===== config.mk =====
export PLATFORM = sky130hd
export DESIGN_NAME = fp_add_sub_unit
export DESIGN_NICKNAME = d
export VERILOG_FILES = /design/src/rtl/fp_add_sub_unit.sv
export SDC_FILE = /design/constraint.sdc
export NUM_CORES = 2
export LEC_CHECK = 0
export ABC_CLOCK_PERIOD_IN_PS = 47400
export CAP_MARGIN = 0
export CORE_ASPECT_RATIO = 0.8
export CORE_MARGIN = 10
export CORE_UTILIZATION = 39
export CTS_CLUSTER_DIAMETER = 80
export DETAILED_ROUTE_END_ITERATION = 6
export SYNTH_ARGS = -nofsm -noshare
export SYNTH_HDL_FRONTEND = slang
export SYNTH_SLANG_ARGS = --single-unit
export TNS_END_PERCENT = 30

===== constraint.sdc =====
create_clock -name clk -period 47.4 [get_ports clk]
set_clock_uncertainty 0.15 [all_clocks]
set_input_delay 9.48 -clock clk [delete_from_list [all_inputs] [get_ports clk]]
set_output_delay 9.48 -clock clk [all_outputs]
set_load 0.01 [all_outputs]

===== src/rtl/fp_add_sub_unit.sv =====
// -----------------------------------------------------------------------------
// fp_add_sub_unit
//   Multi-cycle IEEE-754 add/subtract for the FP execute stage. Operands come
//   straight from the FP register file; the result, destination register and
//   write enable go to FP write-back. Rounding is toward zero (truncation),
//   denormal inputs and results are flushed to zero. Latency is fixed at four
//   cycles from acceptance to done.
//
//   Single and double share one datapath: single operands are unpacked into
//   the double-width mantissa (left-justified) with their own exponent limits,
//   so the extra low mantissa bits simply act as additional guard precision.
//
// Ports
//   clk             in   1   clock, all state updates on posedge
//   reset           in   1   asynchronous active-high reset
//   start           in   1   operation request, sampled only in IDLE
//   fmt             in   5   5'h10 single, 5'h11 double, others unsupported
//   op_sub          in   1   0 = A+B, 1 = A-B
//   FPReadData1     in   64  operand A
//   FPReadData2     in   64  operand B
//   dest_reg        in   5   destination FP register
//   busy            out  1   high from acceptance until return to IDLE
//   done            out  1   one-cycle pulse, result fields valid while high
//   FPResult        out  64  result (single zero-fills [63:32])
//   FPWriteRegister out  5   registered destination register
//   FPRegWrite      out  1   done, masked for unsupported fmt or dest_reg==0
//   flag_invalid    out  1   NaN input, Inf-Inf, or unsupported fmt
//   flag_overflow   out  1   result exponent overflowed
// -----------------------------------------------------------------------------
module fp_add_sub_unit (
   input  logic        clk,
   input  logic        reset,
   input  logic        start,
   input  logic [4:0]  fmt,
   input  logic        op_sub,
   input  logic [63:0] FPReadData1,
   input  logic [63:0] FPReadData2,
   input  logic [4:0]  dest_reg,
   output logic        busy,
   output logic        done,
   output logic [63:0] FPResult,
   output logic [4:0]  FPWriteRegister,
   output logic        FPRegWrite,
   output logic        flag_invalid,
   output logic        flag_overflow
);

   typedef enum logic [2:0] {S_IDLE, S_ALIGN, S_ADD, S_NORM, S_DONE} state_t;

   state_t             r_state;
   // operand capture (held for the whole operation)
   logic [63:0]        r_a, r_b;
   logic [4:0]         r_fmt;
   logic               r_sub;
   logic [4:0]         r_dest;
   // ALIGN results
   logic [55:0]        r_big, r_small;
   logic [10:0]        r_exp;
   logic               r_sign, r_eff_sub;
   logic               r_nan, r_inf, r_inf_sign, r_zero_sign;
   // ADD result
   logic [56:0]        r_sum;
   // NORM results
   logic [55:0]        r_mant;
   logic signed [12:0] r_nexp;
   logic               r_res_zero;
   // registered outputs
   logic               r_busy, r_done, r_reg_write, r_invalid, r_overflow;
   logic [63:0]        r_result;
   logic [4:0]         r_wreg;

   // ---------------------------------------------------------------- unpack
   logic        w_single, w_fmt_ok;
   logic [10:0] w_exp_max;
   logic        w_a_sign, w_b_sign, w_b_esign;
   logic [10:0] w_a_exp, w_b_exp;
   logic [51:0] w_a_frac, w_b_frac;

   always_comb begin
      w_single  = (r_fmt == 5'h10);
      w_fmt_ok  = w_single || (r_fmt == 5'h11);
      w_exp_max = w_single ? 11'h0FF : 11'h7FF;
      if (w_single) begin
         w_a_sign = r_a[31];
         w_a_exp  = {3'b000, r_a[30:23]};
         w_a_frac = {r_a[22:0], 29'd0};
         w_b_sign = r_b[31];
         w_b_exp  = {3'b000, r_b[30:23]};
         w_b_frac = {r_b[22:0], 29'd0};
      end else begin
         w_a_sign = r_a[63];
         w_a_exp  = r_a[62:52];
         w_a_frac = r_a[51:0];
         w_b_sign = r_b[63];
         w_b_exp  = r_b[62:52];
         w_b_frac = r_b[51:0];
      end
      w_b_esign = w_b_sign ^ r_sub;
   end

   logic        w_a_zero, w_b_zero, w_a_nan, w_b_nan, w_a_inf, w_b_inf;
   logic [52:0] w_a_mant, w_b_mant;

   assign w_a_zero = (w_a_exp == 11'd0);
   assign w_b_zero = (w_b_exp == 11'd0);
   assign w_a_nan  = (w_a_exp == w_exp_max) && (w_a_frac != 52'd0);
   assign w_b_nan  = (w_b_exp == w_exp_max) && (w_b_frac != 52'd0);
   assign w_a_inf  = (w_a_exp == w_exp_max) && (w_a_frac == 52'd0);
   assign w_b_inf  = (w_b_exp == w_exp_max) && (w_b_frac == 52'd0);
   // denormals have exponent 0 and are treated as zero
   assign w_a_mant = w_a_zero ? 53'd0 : {1'b1, w_a_frac};
   assign w_b_mant = w_b_zero ? 53'd0 : {1'b1, w_b_frac};

   // ----------------------------------------------------------------- align
   logic        w_swap;
   logic [10:0] w_big_exp, w_small_exp, w_diff;
   logic [52:0] w_big_mant, w_small_mant;
   logic        w_big_sign, w_small_sign;
   logic [55:0] w_small_ext, w_shift_mask, w_small_aligned;

   always_comb begin
      w_swap       = {w_b_exp, w_b_mant} > {w_a_exp, w_a_mant};
      w_big_exp    = w_swap ? w_b_exp   : w_a_exp;
      w_big_mant   = w_swap ? w_b_mant  : w_a_mant;
      w_big_sign   = w_swap ? w_b_esign : w_a_sign;
      w_small_exp  = w_swap ? w_a_exp   : w_b_exp;
      w_small_mant = w_swap ? w_a_mant  : w_b_mant;
      w_small_sign = w_swap ? w_a_sign  : w_b_esign;
      w_diff       = w_big_exp - w_small_exp;
      w_small_ext  = {w_small_mant, 3'b000};
      w_shift_mask = 56'd0;
      if (w_diff >= 11'd56) begin
         // everything shifts past the guard bits: only stickiness survives
         w_small_aligned = {55'd0, |w_small_ext};
      end else begin
         w_shift_mask    = ~({56{1'b1}} << w_diff[5:0]);
         w_small_aligned = (w_small_ext >> w_diff[5:0])
                         | {55'd0, |(w_small_ext & w_shift_mask)};
      end
   end

   // ------------------------------------------------------------------- add
   logic [56:0] w_sum;
   assign w_sum = r_eff_sub ? ({1'b0, r_big} - {1'b0, r_small})
                            : ({1'b0, r_big} + {1'b0, r_small});

   // ------------------------------------------------------------- normalise
   logic [5:0]         w_lzc;
   logic [55:0]        w_norm_mant;
   logic signed [12:0] w_norm_exp;

   always_comb begin
      // last hit wins, so this reports the highest set bit
      w_lzc = 6'd0;
      for (int i = 0; i < 56; i++) begin
         if (r_sum[i]) w_lzc = 6'(55 - i);
      end
      if (r_sum[56]) begin
         w_norm_mant = r_sum[56:1];
         w_norm_exp  = $signed({2'b00, r_exp}) + 13'sd1;
      end else begin
         w_norm_mant = r_sum[55:0] << w_lzc;
         w_norm_exp  = $signed({2'b00, r_exp}) - $signed({7'd0, w_lzc});
      end
   end

   // ------------------------------------------------------------------ pack
   logic signed [12:0] w_exp_lim;
   logic               w_pk_sign, w_inv, w_ovf;
   logic [10:0]        w_pk_exp;
   logic [51:0]        w_pk_frac;
   logic [63:0]        w_result;

   always_comb begin
      w_exp_lim = w_single ? 13'sd255 : 13'sd2047;
      w_inv     = 1'b0;
      w_ovf     = 1'b0;
      w_pk_sign = r_sign;
      w_pk_exp  = r_nexp[10:0];
      w_pk_frac = r_mant[54:3];
      if (r_inf) begin
         w_pk_sign = r_inf_sign;
         w_pk_exp  = w_exp_max;
         w_pk_frac = 52'd0;
      end else if (r_res_zero) begin
         w_pk_sign = r_zero_sign;
         w_pk_exp  = 11'd0;
         w_pk_frac = 52'd0;
      end else if (r_nexp >= w_exp_lim) begin
         // truncation saturates at the largest finite magnitude
         w_ovf     = 1'b1;
         w_pk_exp  = w_exp_max - 11'd1;
         w_pk_frac = {52{1'b1}};
      end else if (r_nexp <= 13'sd0) begin
         w_pk_exp  = 11'd0;
         w_pk_frac = 52'd0;
      end
      w_result = w_single ? {32'd0, w_pk_sign, w_pk_exp[7:0], w_pk_frac[51:29]}
                          : {w_pk_sign, w_pk_exp, w_pk_frac};
      if (!w_fmt_ok) begin
         w_result = 64'd0;
         w_inv    = 1'b1;
         w_ovf    = 1'b0;
      end else if (r_nan) begin
         w_result = w_single ? 64'h0000_0000_7FC0_0000 : 64'h7FF8_0000_0000_0000;
         w_inv    = 1'b1;
         w_ovf    = 1'b0;
      end
   end

   // hidden bit and guard bits are dropped by truncation
   logic w_unused;
   assign w_unused = ^{r_mant[55], r_mant[2:0]};

   // ------------------------------------------------------------------- FSM
   always_ff @(posedge clk or posedge reset) begin
      if (reset) begin
         r_state     <= S_IDLE;
         r_a         <= 64'd0;
         r_b         <= 64'd0;
         r_fmt       <= 5'd0;
         r_sub       <= 1'b0;
         r_dest      <= 5'd0;
         r_big       <= 56'd0;
         r_small     <= 56'd0;
         r_exp       <= 11'd0;
         r_sign      <= 1'b0;
         r_eff_sub   <= 1'b0;
         r_nan       <= 1'b0;
         r_inf       <= 1'b0;
         r_inf_sign  <= 1'b0;
         r_zero_sign <= 1'b0;
         r_sum       <= 57'd0;
         r_mant      <= 56'd0;
         r_nexp      <= 13'sd0;
         r_res_zero  <= 1'b0;
         r_busy      <= 1'b0;
         r_done      <= 1'b0;
         r_reg_write <= 1'b0;
         r_invalid   <= 1'b0;
         r_overflow  <= 1'b0;
         r_result    <= 64'd0;
         r_wreg      <= 5'd0;
      end else begin
         r_done      <= 1'b0;
         r_reg_write <= 1'b0;
         case (r_state)
            S_IDLE: begin
               if (start) begin
                  r_a     <= FPReadData1;
                  r_b     <= FPReadData2;
                  r_fmt   <= fmt;
                  r_sub   <= op_sub;
                  r_dest  <= dest_reg;
                  r_busy  <= 1'b1;
                  r_state <= S_ALIGN;
               end
            end
            S_ALIGN: begin
               r_big       <= {w_big_mant, 3'b000};
               r_small     <= w_small_aligned;
               r_exp       <= w_big_exp;
               r_sign      <= w_big_sign;
               r_eff_sub   <= w_big_sign ^ w_small_sign;
               r_nan       <= w_a_nan || w_b_nan ||
                              (w_a_inf && w_b_inf && (w_a_sign != w_b_esign));
               r_inf       <= w_a_inf || w_b_inf;
               r_inf_sign  <= w_a_inf ? w_a_sign : w_b_esign;
               // an exact zero is negative only when both addends are negative
               r_zero_sign <= w_a_sign & w_b_esign;
               r_state     <= S_ADD;
            end
            S_ADD: begin
               r_sum   <= w_sum;
               r_state <= S_NORM;
            end
            S_NORM: begin
               r_mant     <= w_norm_mant;
               r_nexp     <= w_norm_exp;
               r_res_zero <= (r_sum == 57'd0);
               r_state    <= S_DONE;
            end
            S_DONE: begin
               r_result    <= w_result;
               r_invalid   <= w_inv;
               r_overflow  <= w_ovf;
               r_wreg      <= r_dest;
               r_done      <= 1'b1;
               r_reg_write <= w_fmt_ok && (r_dest != 5'd0);
               r_busy      <= 1'b0;
               r_state     <= S_IDLE;
            end
            default: r_state <= S_IDLE;
         endcase
      end
   end

   assign busy            = r_busy;
   assign done            = r_done;
   assign FPResult        = r_result;
   assign FPWriteRegister = r_wreg;
   assign FPRegWrite      = r_reg_write;
   assign flag_invalid    = r_invalid;
   assign flag_overflow   = r_overflow;

endmodule


==> results.yml <==
synth:
  synthDistinctLibCells: 91
  mappedNetlistArea_um2: 36230
  postSynthCellCount: 4380
  ys_async_sr_fraction_pct: 100.0
  yosys-top-cells-count: "582 x nand2_1, 465 x dfrtp_1, 446 x nor2_1, 378 x a21oi_1, 374 x o21ai_0"
  yosys_warnings: 0
  synth-seq-cells: 465
  yosysMostFrequentCell: "nand2_1"
  ys_seq_area_share_pct: 32.12
  synth.net_count: 4707
  synth_edf_count: 0
  syn_avg_cell_area_um2: 8.272
  synth_area_leaders: "dfrtp_1 32%, mux2i_1 7.6%, ha_1 6.3%, nand2_1 6.0%, mux2_2 6.0%"
  synthFlopType: "dfrtp_1"
  yosysTopAreaCell: "dfrtp_1"
  yosysTopAreaCellShare_pct: 32.12
grt:
  grt_pass1_wl_mm: 211.2
  track_usage_pct: 25.40
  grt_max_degree: 145
  grt_pass1_vias: 32289
  antenna_found_initial: 2
  grt-ovfl-total: 0
floorplanning:
  die-area_um2: 105600
  die_h_um: 292.6
  rows: 99
  start_util_pct: 39.53
  design.core.area_um2: 91660
  die_w_um: 360.8
  boundaryPins: 216
clock_tree:
  ctsHoldBuffers: 0
  post_cts_buffers: 0
  htreeDepth: 2
  clockRootBuffer: "clkbuf_16"
  numCtsBuffers: 50
  cts_sinks: 465
  clk_path_buf_depth: 3
  ctsResizeCount: 0
  clk_pin_slew_worst_paths_ns: 0.06
  cts_tree: "done"
  clk_latency_ns: 0.65
timing:
  finalCritPeriodShare_pct: 25.12
  fmax_ghz: 0.08397
  grt_setup_unrepaired: "no"
  setup_viol: 0
  hold_violations: 0
  tns_ns: 0
  relSlewSlack_pct: 9.799
  drv_slew: 0
  layout_min_cycle_time_ns: 11.91
  hold_ws_ns: 0.3207
  worstMarginPinSlew_ns: 1.339
setup_path:
  worstSetupEndpointType: "flip-flop"
  critical_path_class: "in -> reg"
  arrival_ns: 12.26
  reg2regPathDepth: 26
  critPathLaunch: "start"
  rr_startpoint: "r_fmt[1]"
  timing.rr.end: "r_small[9]"
  cp_max_fo: 81
  rrSetupSlack_ns: 36.68
  cp-endpoint: "r_b[9]"
  crit_required_ns: 47.75
  start_kind: "input pin"
route:
  wl_mm: 139.4
  antenna_left: 0
  wire_per_inst_um: 24.57
  drt_first_pass_iters: 7
  via_count: 34342
  drtIter0Drc: 4306
  vias_per_cell: 6.051
  drc: 0
layout:
  nets: 4746
  area_growth_pct: 13.59
  utilization_pct: 44.90
  final_layout_size_suffix_gt1_share_pct: 10.02
  nFillCells: 9145
run_status:
  outcome: "finished clean"
hold_path:
  hp-class: "reg -> reg"
  hold_depth: 2
placement:
  place.gp.congestion: 1.020
  place_hpwl_mm: 108.4
  port_buffers: 215
job:
  max-cap-violations: 0
per-stage QoR:
stage	std cells	cell area, um2	worst slack, ns
2_1_floorplan	4380	36230	24.80
3_3_place_gp	5579	39360	34.82
3_5_place_dp	5579	39360	34.80
4_1_cts	5673	41150	35.47
5_1_grt	5673	41150	35.17
6_report	5675	41150	35.49
state kept, by name (all words and copies together) (netlist names), 3 cells and up:
name / flops
r_sum: 57
r_big: 53
r_b: 64
r_state: 3
FPWriteRegister: 5
r_fmt: 5
r_exp: 11
r_a: 64
r_nexp: 13
FPResult: 64
r_small: 56
r_dest: 5
r_mant: 52
logic make-up (layout without fill, tap and decap cells):
kind of cell	after synthesis	in the layout	synth area share [%]
simple gates	1408	1408	16.91
compound gates	1256	1256	21.48
mux	506	506	15.96
buf+inv	484	565	5.225
flops	465	465	32.12
fa+ha+maj	185	185	6.430
xor+xnor	76	76	1.879
other cells	0	2	0
worst max-delay path, cell delays in order:
cell,delay [ns]
clkdlybuf4s50_1,0.49
nor4b_2,0.20
buf_4,0.61
buf_4,0.87
mux2_2,0.42
cell usage in the layout (no fill, tap or decap), types with 21 or more instances in the layout:
cell type | netlist | final
o31ai_1 | 23 | 22
mux4_2 | 38 | 38
nand3_1 | 63 | 63
inv_1 | 185 | 184
mux2_2 | 193 | 193
nand2_1 | 582 | 579
ha_1 | 183 | 182
o21ai_0 | 374 | 374
a211oi_1 | 40 | 40
dfrtp_1 | 465 | 463
clkdlybuf4s50_1 | 0 | 215
a22o_1 | 45 | 45
a21o_1 | 49 | 49
xnor2_1 | 55 | 50
buf_4 | 5 | 63
mux2i_1 | 275 | 275
a221oi_1 | 45 | 45
o21bai_1 | 25 | 25
clkbuf_16 | 0 | 50
and2_1 | 28 | 28
nor2b_1 | 21 | 21
a31oi_1 | 48 | 47
o22ai_1 | 47 | 47
nor3_1 | 93 | 93
nor2_1 | 446 | 441
nor4_1 | 55 | 54
a21oi_1 | 378 | 378
per-layer routing:
metal | global-route usage, % | part of all wire (%) | vias to the layer above
met3 | 7.263 | 11 | 157
met5 | 0.7289 | 0.10 | -
met4 | 4.496 | 1.6 | 6
met2 | 36.31 | 41 | 1570
met1 | 37.68 | 46 | 16749
li1 | - | - | 15860
cell type report:
type / instances / area [um2] / share of cell area (%)
multi-input cells: 3431 / 22850 / 55.52
repair buffers: 278 / 2625 / 6.379
flip-flops and latches: 465 / 11640 / 28.28
clock buffers: 69 / 1453 / 3.530
inverters: 193 / 732.0 / 1.779
clock inverters: 25 / 334.1 / 0.8118
well taps: 1212 / 1516 / 3.685
diodes: 2 / 5.005 / 0.01216
how the worst min path moves through the flow:
stage	endpoint	startpoint
3_5_place_dp	FPWriteRegister[2]	FPWriteRegister[2]
5_1_grt	FPResult[41]	FPResult[41]
2_1_floorplan	r_zero_sign	r_zero_sign
4_1_cts	FPWriteRegister[2]	FPWriteRegister[2]
6_report	FPWriteRegister[0]	FPWriteRegister[0]
3_3_place_gp	FPWriteRegister[2]	FPWriteRegister[2]
Power is not shown: default switching activity piles up to over one toggle a cycle in this logic, so the estimate is an artifact.
